==> config.mk <==
export PLATFORM = sky130hd
export DESIGN_NAME = stream_master_tx
export DESIGN_NICKNAME = d
export VERILOG_FILES = /design/src/rtl/stream_master_tx.sv
export SDC_FILE = /design/constraint.sdc
export NUM_CORES = 1
export LEC_CHECK = 0
export ABC_AREA = 0
export BUFFER_PORTS_ARGS = -buffer_cell sky130_fd_sc_hd__buf_4
export CAP_MARGIN = 15
export CORE_ASPECT_RATIO = 0.6
export CORE_MARGIN = 1
export CORE_UTILIZATION = 62
export CTS_CLUSTER_DIAMETER = 200
export DETAILED_ROUTE_END_ITERATION = 12
export PLACE_DENSITY = 0.8
export SLEW_MARGIN = 20
export SYNTH_ARGS = -nofsm -noshare
export SYNTH_HDL_FRONTEND = slang
export SYNTH_HIERARCHICAL = 1
export SYNTH_SLANG_ARGS = --single-unit
==> constraint.sdc <==
create_clock -name clk -period 9.3 [get_ports clk]
set_input_delay 0 -clock clk [delete_from_list [all_inputs] [get_ports clk]]
set_output_delay 0 -clock clk [all_outputs]
set_load 0.02 [all_outputs]
==> src/rtl/stream_master_tx.sv <==
// Circular word buffer with occupancy count; a write while full is accepted only alongside a pop.
// Zero-latency head read; push and pop take effect at the clock edge.
// No backpressure of its own: the owner gates push on full and pop on empty.
module stream_fifo #(
    parameter int W     = 32,
    parameter int DEPTH = 4,
    parameter int CW    = $clog2(DEPTH) + 1
) (
    input  logic          clk,
    input  logic          rst_n,
    input  logic          push,
    input  logic [W-1:0]  push_data,
    input  logic          pop,
    output logic [W-1:0]  head,
    output logic          empty,
    output logic          full,
    output logic [CW-1:0] count
);
    localparam int AW = $clog2(DEPTH);

    logic [W-1:0]  mem [DEPTH];
    logic [AW-1:0] wr_ptr;
    logic [AW-1:0] rd_ptr;
    logic [CW-1:0] cnt;
    logic          push_ok;

    // A pop in the same cycle frees the slot the write needs.
    assign push_ok = push && (!full || pop);
    assign empty   = (cnt == '0);
    assign full    = (cnt == CW'(DEPTH));
    assign count   = cnt;
    assign head    = mem[rd_ptr];

    always_ff @(posedge clk) begin
        if (push_ok) begin
            mem[wr_ptr] <= push_data;
        end
    end

    // DEPTH is a power of two, so the pointers wrap on their own.
    always_ff @(posedge clk) begin
        if (!rst_n) begin
            wr_ptr <= '0;
            rd_ptr <= '0;
            cnt    <= '0;
        end else begin
            if (push_ok) begin
                wr_ptr <= wr_ptr + AW'(1);
            end
            if (pop) begin
                rd_ptr <= rd_ptr + AW'(1);
            end
            case ({push_ok, pop})
                2'b10:   cnt <= cnt + CW'(1);
                2'b01:   cnt <= cnt - CW'(1);
                default: cnt <= cnt;
            endcase
        end
    end
endmodule

// Valid/ready source: buffers producer words and sends a counted burst of them downstream.
// First beat one cycle after start (FIFO non-empty), then one beat per cycle; done one cycle after the last beat.
// ready=0 freezes valid/data; producer writes are dropped while full unless a pop frees a slot.
module stream_master_tx #(
    parameter int DATA_W = 32,
    parameter int DEPTH  = 4,
    parameter int CNT_W  = $clog2(DEPTH) + 1
) (
    input  logic              clk,
    input  logic              rst_n,
    input  logic              wr_en,
    input  logic [DATA_W-1:0] wr_data,
    output logic              full,
    output logic [CNT_W-1:0]  count,
    input  logic              start,
    input  logic [7:0]        burst_len,
    output logic              busy,
    output logic              done,
    output logic              valid,
    output logic [DATA_W-1:0] data,
    input  logic              ready
);
    typedef enum logic {IDLE, SEND} state_t;

    state_t            state;
    state_t            state_nxt;
    logic [7:0]        beats_left;
    logic              hs;
    logic              load;
    logic              done_nxt;
    logic              fifo_empty;
    logic [DATA_W-1:0] fifo_head;

    assign hs   = valid && ready;
    assign busy = (state == SEND);

    stream_fifo #(
        .W     (DATA_W),
        .DEPTH (DEPTH),
        .CW    (CNT_W)
    ) u_fifo (
        .clk       (clk),
        .rst_n     (rst_n),
        .push      (wr_en),
        .push_data (wr_data),
        .pop       (load),
        .head      (fifo_head),
        .empty     (fifo_empty),
        .full      (full),
        .count     (count)
    );

    always_ff @(posedge clk) begin
        if (!rst_n) begin
            state <= IDLE;
        end else begin
            state <= state_nxt;
        end
    end

    // A load is allowed only if beats remain once the word now in flight is counted,
    // so a burst never drains words that belong to the next one.
    always_comb begin
        state_nxt = state;
        load      = 1'b0;
        done_nxt  = 1'b0;
        case (state)
            IDLE: begin
                if (start) begin
                    if (burst_len != 8'd0) begin
                        state_nxt = SEND;
                    end else begin
                        done_nxt = 1'b1;
                    end
                end
            end
            SEND: begin
                load = !fifo_empty && (!valid || (hs && (beats_left > 8'd1)));
                if (hs && (beats_left == 8'd1)) begin
                    done_nxt  = 1'b1;
                    state_nxt = IDLE;
                end
            end
            default: state_nxt = IDLE;
        endcase
    end

    always_ff @(posedge clk) begin
        if (!rst_n) begin
            valid      <= 1'b0;
            data       <= '0;
            beats_left <= 8'd0;
            done       <= 1'b0;
        end else begin
            done <= done_nxt;
            if ((state == IDLE) && start && (burst_len != 8'd0)) begin
                beats_left <= burst_len;
            end else if ((state == SEND) && hs) begin
                beats_left <= beats_left - 8'd1;
            end
            // The final handshake never coincides with a load, so valid clears there.
            if (load) begin
                valid <= 1'b1;
                data  <= fifo_head;
            end else if (hs) begin
                valid <= 1'b0;
            end
        end
    end
endmodule

==> impl_results.rst <==
.. list-table::
   :header-rows: 1

   * - Metric
     - Value
   * - Number of port buffers
     - 83
   * - Final max-slew violation count
     - 0
   * - Global-route track usage on met3
     - 0.07359
   * - X dimension of the die
     - 139.9 um
   * - Via total after detailed routing
     - 4210
   * - Rel. slew slack
     - 0.4043
   * - Launch point of the critical path
     - beats_left[0]
   * - Post-layout minimum cycle time
     - 3.252 ns
   * - Post-detailed-route via-to-cell ratio
     - 5.888
   * - Placement Cell Area
     - 7735 sq um
   * - Layout Area Growth over Synthesis
     - 23.40%
   * - Maximum capacitance violations
     - 0
   * - Cell at the slowest stage of the critical path
     - sky130_fd_sc_hd__and2_2
   * - Critical Setup Path Class
     - flop to flop
   * - Final worst setup slack
     - 6.048 ns
   * - Routed Antenna Nets
     - 0
   * - Synthesized-area fraction occupied by ao, oa, aoi and oai cells
     - 0.03254
   * - Kind of start point of the critical path
     - flop
   * - Sequential cell area
     - 4887 sq um
   * - Number of standard cells in the layout, taps in and fillers out
     - 715
   * - Row Count
     - 29
   * - Die Ht
     - 84.74 um
   * - Antenna violations before repair
     - 0
   * - Post-placement cell count
     - 641
   * - DRC violation total after the first TritonRoute iteration
     - 374
   * - Insertion delay of the later-clocked pin in the worst-skew pair
     - 0.43 ns
   * - Max Buffers Root-to-Sink
     - 2
   * - Library cell with the largest summed area after synthesis
     - sky130_fd_sc_hd__edfxtp_1
   * - DRC
     - 0
   * - Area occupied by multi-input gates
     - 1998 sq um
   * - Total clock buffers created by CTS
     - 17
   * - Total number of nets in the final design
     - 615
   * - CTS tree
     - built
   * - GRT Total Usage
     - 0.2634
   * - CTS Sinks
     - 180
   * - Status
     - complete, no violations
   * - Clock-pin transition on the worst setup and hold timing paths
     - 0.07 ns
   * - Area of the placeable core
     - 10810 sq um
   * - Setup repair after global routing missed its margin
     - no
   * - Ant. Diodes
     - 0
   * - Xor and xnor area share after synthesis
     - 0.003714
   * - Cell types occupying the most area after synthesis
     - sky130_fd_sc_hd__edfxtp_1, sky130_fd_sc_hd__dfxtp_1, sky130_fd_sc_hd__mux4_2
   * - Final core utilization
     - 0.8073
   * - Most used flip-flop cell after synthesis
     - sky130_fd_sc_hd__edfxtp_1
   * - GRT met2 Usage
     - 0.4018
   * - Crit path max fanout
     - 32
   * - Simple-gate area share of the yosys netlist
     - 0.08118
   * - FMAX
     - 307.5 MHz
   * - Vias in the first global route
     - 4311
   * - Finished Cell Area
     - 8730 sq um
   * - CP required
     - 9.35 ns
   * - Largest net degree at the start of global routing
     - 79
   * - Setup WS pre-CTS
     - 6.124 ns
   * - Fraction of post-synthesis cell area in the top cell type by area
     - 0.5433
   * - I/O Pins
     - 84
   * - Post-synthesis instance total
     - 440
   * - Share of flip-flops with an asynchronous set or reset
     - 0
   * - Final hold violation count
     - 0
   * - Final estimated routing congestion in global placement
     - 0.8124
   * - Dominant combinational cell family by area after synthesis
     - multiplexers
   * - Period Utilization, post-route
     - 0.3497
   * - Global-route layer with the greatest usage
     - met2
   * - First-pass GRT wire length
     - 22720 um
   * - Fraction of final layout cells with drive strength greater than 1
     - 0.2813
   * - Synth warn
     - 6
   * - Final setup violation count
     - 0
   * - WL final
     - 14100 um
   * - Post-Synth Adder-Cell Area
     - 0.01344
   * - H-Tree Level Count
     - 4
   * - Reg2reg start
     - beats_left[0]
   * - Post-synthesis net count
     - 492
   * - Setup_tns
     - 0 ns
   * - Hpwl dp
     - 8135 um
   * - Register area share after synthesis
     - 0.6905
   * - Crit path DAT
     - 3.30 ns
   * - Worst hold start
     - start
   * - Worst min-delay path class
     - input pin to flop
   * - Number of enable flip-flop cells after synthesis
     - 128
   * - Master cell of the clock root buffer
     - sky130_fd_sc_hd__clkbuf_16
   * - Share of cell area taken by muxes after synthesis
     - 0.1500
   * - Synthesized flop and latch total
     - 180
   * - Standby leakage power
     - 3.134 nW
   * - Setup crit end kind
     - flop
   * - GR Util met1
     - 0.3613
   * - Cell family with most CP delay
     - simple AND/OR/NAND/NOR gates
   * - Starting utilization of the core area
     - 0.6542
   * - Per-instance average area after synthesis
     - 16.08 sq um
   * - Max rail drop VDD
     - 143.7 uV
   * - Worst Max-Slew Pin Slew
     - 0.8935 ns
   * - Sum of overflow across all layers after global routing
     - 0
   * - Max stage delay on crit path
     - 0.76 ns
   * - Crit path cell chain
     - inv_1, ha_1, o21ai_0, nor4_2, nor4b_2, buf_4, o31a_2, and2_2
   * - Cell area after synthesis
     - 7074 sq um
   * - Number of iterations in the first detailed-routing pass
     - 5
   * - Number of buffers and inverters on the critical path
     - 2
   * - Power Dens Cells
     - 214.0 nW/um^2
   * - Fill cell count
     - 551
   * - Synth cell types
     - 52
   * - Die area
     - 11860 sq um
   * - Routed wirelength normalized by instance count
     - 19.71 um
   * - Setup skew after layout
     - 0.01189 ns
## stage by stage
step | power [mW] | hold slack [ns]
4_1_cts | 1.876 | 0.004148
3_3_place_gp | 1.162 | 0.2032
6_report | 1.868 | 0.03095
5_1_grt | 1.933 | 0.03041
3_5_place_dp | 1.172 | 0.2054
2_1_floorplan | 1.099 | 0.09887
## worst min-delay path, cell delays in order
cell and delay (ns):
sky130_fd_sc_hd__buf_4 0.11, sky130_fd_sc_hd__nor4b_1 0.14, sky130_fd_sc_hd__a21oi_1 0.12, sky130_fd_sc_hd__nor2_1 0.05
## cells by family (layout without fill, tap and decap cells)
kind of cell | count (synthesis) | after routing
muxes | 66 | 66
AOI/OAI and AO/OA | 31 | 31
xor gates and xnor gates | 3 | 3
DFF | 180 | 180
buffers and inverters | 32 | 168
adders and majority gates | 7 | 7
and+or+nand+nor | 121 | 121
## cell usage after synthesis, types with 3 or more instances
cell,number
sky130_fd_sc_hd__nand2b_1,3
sky130_fd_sc_hd__nor2_1,6
sky130_fd_sc_hd__mux4_2,32
sky130_fd_sc_hd__a21oi_1,8
sky130_fd_sc_hd__dfxtp_1,52
sky130_fd_sc_hd__buf_2,6
sky130_fd_sc_hd__edfxtp_1,128
sky130_fd_sc_hd__a211oi_1,3
sky130_fd_sc_hd__inv_1,8
sky130_fd_sc_hd__clkbuf_1,7
sky130_fd_sc_hd__nor2b_1,3
sky130_fd_sc_hd__o211a_1,3
sky130_fd_sc_hd__nand2_1,76
sky130_fd_sc_hd__ha_1,6
sky130_fd_sc_hd__and2_1,4
sky130_fd_sc_hd__nand3_1,3
sky130_fd_sc_hd__or4_1,4
sky130_fd_sc_hd__nor3_1,4
sky130_fd_sc_hd__mux2i_1,34
sky130_fd_sc_hd__buf_6,9
sky130_fd_sc_hd__nand4_1,3
## layer usage
layer  routed length [um]  up-vias
met3                  977       30
met1                 6223     2080
met5                    0        -
met2                 6558      186
met4                  336        0
li1                     -     1914
## layout make-up
| type | instances | share of cell area |
|---|---|---|
| flip-flops and latches | 180 | 0.5598 |
| multi-input cells | 228 | 0.2289 |
| repair buffers | 128 | 0.1221 |
| clock buffers | 18 | 0.04916 |
| well taps | 139 | 0.01992 |
| clock inverters | 14 | 0.01663 |
| inverters | 8 | 0.003440 |
## placed cells by master (no fill, tap or decap), types with 4 or more instances in the layout
cell type / netlist / final
sky130_fd_sc_hd__a21oi_1: 8 / 8
sky130_fd_sc_hd__and2_2: 0 / 4
sky130_fd_sc_hd__buf_4: 2 / 86
sky130_fd_sc_hd__clkbuf_16: 0 / 17
sky130_fd_sc_hd__dfxtp_1: 52 / 50
sky130_fd_sc_hd__dlygate4sd3_1: 0 / 42
sky130_fd_sc_hd__edfxtp_1: 128 / 128
sky130_fd_sc_hd__ha_1: 6 / 6
sky130_fd_sc_hd__inv_1: 8 / 8
sky130_fd_sc_hd__inv_6: 0 / 5
sky130_fd_sc_hd__mux2i_1: 34 / 34
sky130_fd_sc_hd__mux4_2: 32 / 32
sky130_fd_sc_hd__nand2_1: 76 / 76
sky130_fd_sc_hd__nor2_1: 6 / 6
sky130_fd_sc_hd__nor3_1: 4 / 4
sky130_fd_sc_hd__or4_1: 4 / 4
## path summary, 6_finish.rpt
path                      end  slack (ns)  depth (start not counted)
max          u_fifo/mem[0][8]        6.05                          8
min reg2reg          data[15]        0.46                          2
min                      done        0.03                          4
max reg2reg  u_fifo/mem[0][8]        6.05                          8
## power by group
group	switching, mW	internal [mW]
sequential	0.0247	0.914
clock	0.318	0.378
combinational	0.124	0.109
total	0.467	1.40
## sequential cells by signal, indices dropped and copies added (netlist names), named ones only
register       cells
u_fifo/mem       128
data              32
beats_left         8
u_fifo/count       3
u_fifo/rd_ptr      2
u_fifo/wr_ptr      2
busy               1
done               1
valid              1
## what timing repair did
action	4_1_cts	5_1_grt
gates resized for setup	0	0
endpoints found under the hold margin	138	0
buffers inserted	0	0
hold buffers	42	0
(Power assumes the default switching activity.)
